## src/rtl/sparkle_pkg.sv

```systemverilog
// Shared constants and helpers for the sparkle sprite scheduler.
// The sprite ROM holds NUM_FRAMES frames of SPRITE_DIM x SPRITE_DIM words.
package sparkle_pkg;

    localparam int SPRITE_DIM  = 20;
    localparam int FRAME_WORDS = SPRITE_DIM * SPRITE_DIM;
    localparam int NUM_FRAMES  = 4;
    localparam int ROM_AW      = 12;
    localparam int FRAME_W     = 2;

    typedef logic [FRAME_W-1:0] frame_t;

    // Advance an animation frame index one step, wrapping in either direction.
    function automatic frame_t step_frame(input frame_t f, input logic rev);
        frame_t nxt;
        if (rev)
            nxt = (f == frame_t'(0)) ? frame_t'(NUM_FRAMES - 1) : f - frame_t'(1);
        else
            nxt = (f == frame_t'(NUM_FRAMES - 1)) ? frame_t'(0) : f + frame_t'(1);
        return nxt;
    endfunction

endpackage

```

## src/rtl/sparkle_scheduler_if.sv

```systemverilog
// Pixel-position inputs and ROM-address outputs of the sparkle scheduler.
// The VGA timing side is the master; the scheduler is the slave.
interface sparkle_scheduler_if;
    import sparkle_pkg::*;

    logic [8:0]        row;
    logic [9:0]        col;
    logic              frame_start;
    logic [ROM_AW-1:0] rom_addr;
    logic              hit;
    logic [2:0]        hit_slot;

    modport master (
        output row, col, frame_start,
        input  rom_addr, hit, hit_slot
    );

    modport slave (
        input  row, col, frame_start,
        output rom_addr, hit, hit_slot
    );

endinterface

```

## src/rtl/sparkle_anim_slot.sv

```systemverilog
// Per-slot animation state: free-running tick counter, live frame index,
// and the displayed frame index that only follows live at frame_start.
module sparkle_anim_slot
    import sparkle_pkg::*;
#(
    parameter int TICK_PERIOD = 5000
) (
    input  logic   clk,
    input  logic   reset,
    input  logic   en,
    input  logic   rev,
    input  logic   slow,
    input  logic   frame_start,
    output frame_t disp_frame
);

    localparam int SLOW_PERIOD = 3 * TICK_PERIOD;
    localparam int TW          = $clog2(SLOW_PERIOD + 1);

    logic [TW-1:0] tick;
    logic [TW-1:0] tick_max;
    frame_t        live_frame;

    assign tick_max = slow ? TW'(SLOW_PERIOD - 1) : TW'(TICK_PERIOD - 1);

    // Comparing with >= lets a rate change below the current count wrap at once.
    // disp_frame samples live_frame before this cycle's step, so it gets the old value.
    always_ff @(posedge clk or posedge reset) begin
        if (reset) begin
            tick       <= '0;
            live_frame <= '0;
            disp_frame <= '0;
        end else if (!en) begin
            tick       <= '0;
            live_frame <= '0;
            disp_frame <= '0;
        end else begin
            if (tick >= tick_max) begin
                tick       <= '0;
                live_frame <= step_frame(live_frame, rev);
            end else begin
                tick <= tick + TW'(1);
            end
            if (frame_start)
                disp_frame <= live_frame;
        end
    end

endmodule

```

## src/rtl/sparkle_scheduler.sv

```systemverilog
// Shares one sparkle sprite ROM among NUM_SLOTS on-screen instances: window
// compare, fixed-priority pick, and registered ROM address per pixel.
module sparkle_scheduler
    import sparkle_pkg::*;
#(
    parameter int NUM_SLOTS   = 8,
    parameter int TICK_PERIOD = 5000
) (
    input  logic                    clk,
    input  logic                    reset,
    sparkle_scheduler_if.slave      pix,
    input  logic [NUM_SLOTS-1:0]    slot_en,
    input  logic [9*NUM_SLOTS-1:0]  slot_row,
    input  logic [10*NUM_SLOTS-1:0] slot_col,
    input  logic [NUM_SLOTS-1:0]    slot_rev,
    input  logic [NUM_SLOTS-1:0]    slot_slow
);

    logic [10:0]          row_w;
    logic [10:0]          col_w;
    logic [10:0]          org_row [NUM_SLOTS];
    logic [10:0]          org_col [NUM_SLOTS];
    frame_t               disp_frame [NUM_SLOTS];
    logic [NUM_SLOTS-1:0] in_win;

    logic                 any_hit;
    logic [2:0]           win;
    logic [10:0]          win_row;
    logic [10:0]          win_col;
    frame_t               win_frame;
    logic [ROM_AW-1:0]    next_addr;

    // Widened to 11 bits so a window near the bottom/right edge cannot wrap.
    assign row_w = {2'b00, pix.row};
    assign col_w = {1'b0, pix.col};

    for (genvar i = 0; i < NUM_SLOTS; i++) begin : g_slot
        assign org_row[i] = {2'b00, slot_row[9*i +: 9]};
        assign org_col[i] = {1'b0, slot_col[10*i +: 10]};
        assign in_win[i]  = slot_en[i]
                          && (row_w >= org_row[i]) && (row_w < org_row[i] + 11'(SPRITE_DIM))
                          && (col_w >= org_col[i]) && (col_w < org_col[i] + 11'(SPRITE_DIM));

        sparkle_anim_slot #(
            .TICK_PERIOD (TICK_PERIOD)
        ) u_anim (
            .clk         (clk),
            .reset       (reset),
            .en          (slot_en[i]),
            .rev         (slot_rev[i]),
            .slow        (slot_slow[i]),
            .frame_start (pix.frame_start),
            .disp_frame  (disp_frame[i])
        );
    end

    // Scan from the highest index down so the lowest-index hit is written last.
    always_comb begin
        any_hit   = 1'b0;
        win       = '0;
        win_row   = '0;
        win_col   = '0;
        win_frame = '0;
        for (int i = NUM_SLOTS - 1; i >= 0; i--) begin
            if (in_win[i]) begin
                any_hit   = 1'b1;
                win       = 3'(i);
                win_row   = row_w - org_row[i];
                win_col   = col_w - org_col[i];
                win_frame = disp_frame[i];
            end
        end
    end

    assign next_addr = ROM_AW'(win_frame) * ROM_AW'(FRAME_WORDS)
                     + ROM_AW'(win_row) * ROM_AW'(SPRITE_DIM)
                     + ROM_AW'(win_col);

    // On a miss rom_addr keeps its last value; hit_slot falls back to 0.
    always_ff @(posedge clk or posedge reset) begin
        if (reset) begin
            pix.rom_addr <= '0;
            pix.hit      <= 1'b0;
            pix.hit_slot <= '0;
        end else begin
            pix.hit      <= any_hit;
            pix.hit_slot <= win;
            if (any_hit)
                pix.rom_addr <= next_addr;
        end
    end

endmodule
```

## src/flat_wrapper.sv

```systemverilog
// flat-port wrapper written by rule: the top's interface ports become plain ports
module sparkle_scheduler_flat import sparkle_pkg::*;
#(
    parameter int NUM_SLOTS   = 8,
    parameter int TICK_PERIOD = 5000
)
  (clk, reset, slot_en, slot_row, slot_col, slot_rev, slot_slow, pix_row, pix_col, pix_frame_start, pix_rom_addr, pix_hit, pix_hit_slot);
  sparkle_scheduler_if pix_i ();
  input  logic clk;
  input  logic reset;
  input  logic [NUM_SLOTS-1:0] slot_en;
  input  logic [9*NUM_SLOTS-1:0] slot_row;
  input  logic [10*NUM_SLOTS-1:0] slot_col;
  input  logic [NUM_SLOTS-1:0] slot_rev;
  input  logic [NUM_SLOTS-1:0] slot_slow;
  input wire logic [$bits(pix_i.row)-1:0] pix_row;
  input wire logic [$bits(pix_i.col)-1:0] pix_col;
  input wire logic [$bits(pix_i.frame_start)-1:0] pix_frame_start;
  output wire logic [$bits(pix_i.rom_addr)-1:0] pix_rom_addr;
  output wire logic [$bits(pix_i.hit)-1:0] pix_hit;
  output wire logic [$bits(pix_i.hit_slot)-1:0] pix_hit_slot;
  assign pix_i.row = pix_row;
  assign pix_i.col = pix_col;
  assign pix_i.frame_start = pix_frame_start;
  assign pix_rom_addr = pix_i.rom_addr;
  assign pix_hit = pix_i.hit;
  assign pix_hit_slot = pix_i.hit_slot;
  sparkle_scheduler #(.NUM_SLOTS(NUM_SLOTS), .TICK_PERIOD(TICK_PERIOD)) u_core (.clk(clk), .reset(reset), .pix(pix_i), .slot_en(slot_en), .slot_row(slot_row), .slot_col(slot_col), .slot_rev(slot_rev), .slot_slow(slot_slow));
endmodule
```

## config.mk

```make
export PLATFORM = sky130hd
export DESIGN_NAME = sparkle_scheduler_flat
export DESIGN_NICKNAME = d
export VERILOG_FILES = /design/src/rtl/sparkle_pkg.sv /design/src/rtl/sparkle_scheduler_if.sv /design/src/rtl/sparkle_anim_slot.sv /design/src/rtl/sparkle_scheduler.sv /design/src/flat_wrapper.sv
export SDC_FILE = /design/constraint.sdc
export NUM_CORES = 1
export LEC_CHECK = 0
export ABC_CLOCK_PERIOD_IN_PS = 6200
export CORE_MARGIN = 1.5
export CORE_UTILIZATION = 40
export DETAILED_ROUTE_END_ITERATION = 6
export GPL_TIMING_DRIVEN = 0
export PLACE_DENSITY_LB_ADDON = 0.08
export SLEW_MARGIN = 20
export SYNTH_ARGS = -nofsm -noshare
export SYNTH_HDL_FRONTEND = slang
export SYNTH_SLANG_ARGS = --single-unit
export TNS_END_PERCENT = 5
```

## constraint.sdc

```tcl
create_clock -name clk -period 6.2 [get_ports clk]
set_input_delay 1.86 -clock clk [delete_from_list [all_inputs] [get_ports clk]]
set_output_delay 1.86 -clock clk [all_outputs]
set_load 0.02 [all_outputs]
```

=== After elaboration in Yosys (flattened, before gate mapping) ===
Cells that the tools add are included.
W data, S select, Z words.

* Output and inout bits: 16
* Flip-flop bits (word level): 160
* Bits in read-only memories: 0
* Word-level logic and storage cells: 311
* Bits in writable memories: 0
* Latch bits: 0
* Memories: 0
* Input port bits: 198

* Order comparisons: 40
* Div/mod/pow operators: 0
* Equality and inequality tests: 24
* Shift operators: 0
* Bitwise gates (word level): 0
* $mul: 2
* Multiplexer cells: 120
* Reduce and logical (&&, ||, !) cells: 40
* Add/sub/neg operators: 58

{| class="wikitable"
|+ Operator list
! cell !! count
|-
| $mux W14 || 24
|-
| $mux W11 || 16
|-
| $mux W2 || 64
|-
| $add A14 B1 Y14 const B || 8
|-
| $ge A14 B14 Y1 || 8
|-
| $add A10 B5 Y11 const B || 8
|-
| $lt A10 B11 Y1 || 8
|-
| $lt A9 B11 Y1 || 8
|-
| $sub A10 B10 Y11 || 8
|-
| $add A9 B5 Y10 const B || 8
|-
| $ge A10 B10 Y1 || 8
|-
| $sub A9 B9 Y10 || 8
|-
| $ge A9 B9 Y1 || 8
|-
| $logic_and A1 B1 Y1 || 32
|-
| $ne A2 B1 Y1 const B || 16
|-
| $mux W3 || 8
|-
| $add A2 B1 Y2 const B || 8
|-
| $eq A2 B2 Y1 const B || 8
|-
| $logic_not A2 Y1 || 8
|-
| $sub A2 B1 Y2 const B || 8
|-
| $add A11 B12 Y12 || 1
|-
| $add A12 B11 Y12 || 1
|-
| $mul A11 B3 Y10 const B || 1
|-
| $mux W1 || 8
|-
| $mul A2 B5 Y7 const B || 1
|}

=== Depth between registers and ports, before layout ===
* Depth in word-level cells: 16
* Depth in mapped cells: 33
* Mapped depth without buffers: 32

=== Modules after synthesis ===
A second synthesis with hierarchy kept.

* Cells, all modules: 2749
* Area total of the unflattened synthesis: 22511.6 µm²

{| class="wikitable"
|+ By module, submodules not included
! module !! seq. area each (µm²) !! area each (µm²) !! cells an instance !! instances
|-
| sparkle_scheduler || 400.4 || 13833.3 || 1901 || 1
|-
| sparkle_anim_slot || 450.4 || 1084.8 || 106 || 8
|}

=== Least setup slack after synthesis ===
No wires, ideal clock.

* Path type: input port to flip-flop
* Start: input port slot_row[56]
* End: register u_core.pix.rom_addr[11]
* Setup slack: -1.934 ns
* Cell stages on the path: 32
* Required time: 6.121 ns
* Library setup time: 0.079 ns
* Arrival time: 8.054 ns
* Path buffers: 1
* Cells stage by stage: ha_1 > o21bai_1 > xnor2_1 > ha_1 > a211oi_1 > nand2_1 > a2111oi_0 > o31ai_1 > or4_1 > nand3_1 > buf_2 > o22ai_1 > a211oi_1 > nor2_1 > a311oi_1 > a21oi_1 > ha_1 > ha_1 > inv_1 > fa_1 > xor2_1 > fa_1 > inv_1 > ha_1 > inv_1 > o21bai_1 > a21oi_1 > o21bai_1 > a21oi_1 > xnor2_1 > xnor3_1 > mux2i_1

* Cells in the longest elaborated chain, start to end: 15
* Elaborated cells on any way between the ends: 40
* Those cells by class: add/sub: 4; mul: 2; order compare: 2; mux: 28; reduce/logical: 4

{| class="wikitable"
|+ RTL lines
! element !! line !! source
|-
| from (decl) || flat_wrapper.sv:12 || <nowiki>input logic [9*NUM_SLOTS-1:0] slot_row;</nowiki>
|-
| $add A9 B5 Y10 or $ge A9 B9 Y1 (tied branches) || sparkle_scheduler.sv:41 || <nowiki>&& (row_w >= org_row[i]) && (row_w < org_row[i] + 11'(SPRITE_DIM))</nowiki>
|-
| $lt A9 B11 Y1 or $logic_and A1 B1 Y1 (tied branches) || sparkle_scheduler.sv:41 ||
|-
| $logic_and A1 B1 Y1 || sparkle_scheduler.sv:41 ||
|-
| $logic_and A1 B1 Y1 (2 in series) || sparkle_scheduler.sv:42 || <nowiki>&& (col_w >= org_col[i]) && (col_w < org_col[i] + 11'(SPRITE_DIM));</nowiki>
|-
| $mux W11 or $mux W2 (tied branches) (7 in series) || sparkle_scheduler.sv:65 || <nowiki>if (in_win[i]) begin</nowiki>
|-
| $mul A11 B3 Y10 or $mul A2 B5 Y7 (tied branches) || sparkle_scheduler.sv:76, sparkle_scheduler.sv:75 ||
|-
| $add A11 B12 Y12 || sparkle_scheduler.sv:76 || <nowiki>+ ROM_AW'(win_row) * ROM_AW'(SPRITE_DIM)</nowiki>
|-
| $add A12 B11 Y12 || sparkle_scheduler.sv:77 || <nowiki>+ ROM_AW'(win_col);</nowiki>
|-
| to (signal assigned) || sparkle_scheduler.sv:89 || <nowiki>pix.rom_addr <= next_addr;</nowiki>
|-
| to (decl) || sparkle_scheduler_if.sv:20 || <nowiki>output rom_addr, hit, hit_slot</nowiki>
|}

Several ways; a longest one is shown, not always the timed one.
A chain may end at the register's enable or synchronous reset.

=== Final worst setup path ===
* Start: input port slot_col[51]
* End: register u_core.pix.rom_addr[11]

* Cells in the longest elaborated chain, start to end: 12
* Elaborated cells on any way between the ends: 34
* Those cells by class: add/sub: 4; mul: 2; order compare: 2; mux: 24; reduce/logical: 2

{| class="wikitable"
|+ RTL lines
! element !! line !! source
|-
| from (decl) || flat_wrapper.sv:13 || <nowiki>input logic [10*NUM_SLOTS-1:0] slot_col;</nowiki>
|-
| $add A10 B5 Y11 or $ge A10 B10 Y1 (tied branches) || sparkle_scheduler.sv:42 ||
|-
| $lt A10 B11 Y1 or $logic_and A1 B1 Y1 (tied branches) || sparkle_scheduler.sv:42 ||
|-
| $logic_and A1 B1 Y1 || sparkle_scheduler.sv:42 ||
|-
| $mux W11 or $mux W2 (tied branches) (6 in series) || sparkle_scheduler.sv:65 ||
|-
| $mul A11 B3 Y10 or $mul A2 B5 Y7 (tied branches) || sparkle_scheduler.sv:76, sparkle_scheduler.sv:75 ||
|-
| $add A11 B12 Y12 || sparkle_scheduler.sv:76 ||
|-
| $add A12 B11 Y12 || sparkle_scheduler.sv:77 ||
|}

Several ways; a longest one is shown, not always the timed one.

==> flow_metrics.tcl <==
set metrics [dict create \
    required_ps 6550 \
    p_sw_share_pct 40.6 \
    post_dp_cell_area_mm2 0.0243 \
    die_w_um 233 \
    via_count 20106 \
    synthToLayoutAreaGrowth_pct 23.8 \
    grt_overflow 0 \
    synth_area_mm2 0.0212 \
    seqPwrFrac_pct 26.4 \
    rr_startpoint "u_core.g_slot[7].u_anim.disp_frame[0]" \
    grt_use_met3_pct 3.30 \
    fillers 5160 \
    worst_slack_ps -1590 \
    portBuffers 212 \
    cpMaxStageDelayCell "clkdlybuf4s50_1" \
    ioPinCount 214 \
    final_util_pct 50.0 \
    drt_wl_total_um 70000 \
    hpwl_um 54300 \
    cts_tree "yes" \
    fin_nets 3495 \
    grt_max_degree 103 \
    post-route-min-period_ps 7790 \
    hold_path_class "flip-flop to flip-flop" \
    antenna_found_initial 4 \
    die_height_um 233 \
    root_buffer "clkbuf_16" \
    multi_input_area_mm2 0.0169 \
    max_slew.worst_pin.slew_ps 994 \
    crit_arrival_ps 8150 \
    power_frac_comb_pct 51.5 \
    p_per_area_mw_per_mm2 174 \
    clockBufferDepth 2 \
    grt_pass1_vias 20694 \
    cts_htree_levels 4 \
    cts_hold_buf 0 \
    ys_ff_latch 160 \
    synth_xor_area_share_pct 12.5 \
    use_met1_pct 31.4 \
    hold_viol 0 \
    ys_seq_area_share_pct 18.8 \
    ys_warn_count 0 \
    ys.flop_type "dfrtp_1" \
    synth-edff-count 0 \
    pwr-share-clk_pct 22.1 \
    rsz0062_at_grt "yes" \
    timing.fmax_mhz 128 \
    place.gp.congestion 0.929 \
    synthMuxAreaShare_pct 1.44 \
    grt_pass1_wl_um 110000 \
    drt-initial-drc-count 1030 \
    syn_nets 3201 \
    seq_area_mm2 0.00400 \
    drive_gt1_share_pct 11.5 \
    power_leakage_nw 12.2 \
    grt_usage_pct 25.7 \
    ant_nets 0 \
    outcome "complete, but fails checks" \
    fin_setup_tns_ps -7710 \
    power.switching_w 0.00186 \
    die_area_mm2 0.0545 \
    cts_sinks 160 \
    setup_viol 8 \
    synth.distinct_cells 80 \
    synthArstFlopShare_pct 100 \
    crit_start "slot_col[51]" \
    core_mm2 0.0526 \
    synth_fa_ha_area_share_pct 24.1 \
    cellInternalPower_w 0.00272 \
    startpoint_type "input port" \
    syn_inst 2609 \
    synth_top_family_by_area "adder cells" \
    row_count 84 \
    period_share_pct 126 \
    cpMostUsedCell "inv_2" \
    slew_viol_final 0 \
    violations "negative setup slack" \
    ir_worst_vdd_uv 208 \
    viasPerCell 5.58 \
    cp-end-kind "flip-flop" \
    clk_pin_slew_ps 60 \
    clk_latency_ps 440 \
    cts_inserted_buffers 17 \
    yosys.area_share.simple_pct 17.2 \
    syn_area_per_cell_um2 8.14 \
    max_stage_delay_ps 550 \
    drc 0 \
    synth_compound_area_share_pct 20.5 \
    drtPass1Iterations 5 \
    final_area_mm2 0.0263 \
    dp_slack_ps -4300 \
    slew_headroom_pct 32.1 \
    busiest_layer "met2" \
    cap_violations 0 \
    global_route.usage.met2_pct 45.9 \
    critPathMaxFanout 10 \
    initial_core_util_pct 40.4 \
    worstSetupPathType "input port to flip-flop" \
    wl_per_cell_um 19.4 \
    hp-start "u_core.g_slot[7].u_anim.tick[0]" \
    fin_skew_ps 11.9 \
]
## cell usage after synthesis (all sizes together) (57+ instances only)
library cell	instances	area [um^2]
ha	370	4630
inv	267	1000
nor2	248	931
a21oi	185	926
xnor2	177	1550
dfrtp	160	4000
o21ai	127	636
xor2	123	1080
nand2	116	435
nand3	109	546
nor3	65	325
nor2b	57	357
## per-layer routing
layer | part of all wire (%) | up-vias
met3 | 4.5 | 118
met5 | 0.039 | -
li1 | - | 9926
met2 | 49 | 453
met1 | 43 | 9605
met4 | 3.4 | 4
## through the flow
step                      std cells  total power [W]  hold WS [ps]
after detailed placement       3510          0.00335           451
after CTS                      3602          0.00457           460
after global routing           3604          0.00491           477
after floorplan                2609          0.00261           433
final                          3605          0.00458           457
after global placement         3509          0.00332           447
## layout by cell type (no fill, tap or decap), drive strengths merged, types with 35 or more instances in the layout
cell,count
a21o,47
o21ai,127
nor2b,57
nor2,248
inv,272
nand3,109
ha,370
xor2,123
a21oi,185
clkbuf,56
xnor2,177
nor3,65
nand2b,35
buf,89
dlygate4sd2,36
dfrtp,160
clkdlybuf4s50,139
nand2,116
## power groups by stage
stage / sequential (W) / clock [W] / combinational [W]
floorplan: 0.00125 / 0 / 0.00136
global placement: 0.00123 / 0 / 0.00210
detailed placement: 0.00123 / 0 / 0.00212
CTS: 0.00121 / 0.00104 / 0.00232
global route: 0.00122 / 0.00108 / 0.00261
finish: 0.00121 / 0.00101 / 0.00236
## state kept, by name (all words and copies together), names as in the netlist
register / count
u_core.pix.hit_slot: 3
u_core.g_slot.u_anim.tick: 112
u_core.g_slot.u_anim.live_frame: 16
u_core.pix.hit: 1
u_core.pix.rom_addr: 12
u_core.g_slot.u_anim.disp_frame: 16
## path summary, 6_finish.rpt
check                                                    to  cells past startpoint  slack (ps)
max                                 u_core.pix.rom_addr[11]                     31       -1590
min                         u_core.g_slot[7].u_anim.tick[0]                      1         460
max reg2reg                         u_core.pix.rom_addr[10]                     16        2430
min reg2reg                 u_core.g_slot[7].u_anim.tick[0]                      1         460
max in group asynchronous  u_core.g_slot[7].u_anim.tick[10]                      3        3470
min in group asynchronous  u_core.g_slot[4].u_anim.tick[13]                      2        1860
## cells by family (layout without fill, tap and decap cells)
logic type,after synthesis,after routing
xor+xnor,301,301
buf+inv,309,616
compound gates,659,659
mux,30,30
flops,160,160
simple gates,756,756
fa+ha+maj,394,394
other cells,0,1
## what timing repair did
action | CTS | global route
endpoints found under the hold margin | 0 | 0
pin swaps | 91 | 10
resized for setup | 364 | 31
setup endpoints to repair | 15 | 9
setup buffers | 62 | 2
## worst max-delay path, delay by kind of cell
family                   cells  cell delay, ps
buffers and inverters        8            1240
AO/OA/AOI/OAI               10            1670
XOR/XNOR                     3             560
multiplexers                 1             140
AND/OR/NAND/NOR              3             730
adder cells (fa/ha/maj)      6            1930
## cell type report
cell class | count | area share [%]
diodes | 1 | 0.00952
well taps | 688 | 3.27
multi-input cells | 2140 | 64.3
repair buffers | 277 | 9.68
flip-flops and latches | 160 | 15.2
inverters | 267 | 3.87
clock inverters | 13 | 0.381
plain buffers | 40 | 1.59
clock buffers | 19 | 1.72
Note: power is estimated with default switching activity, not from simulation.
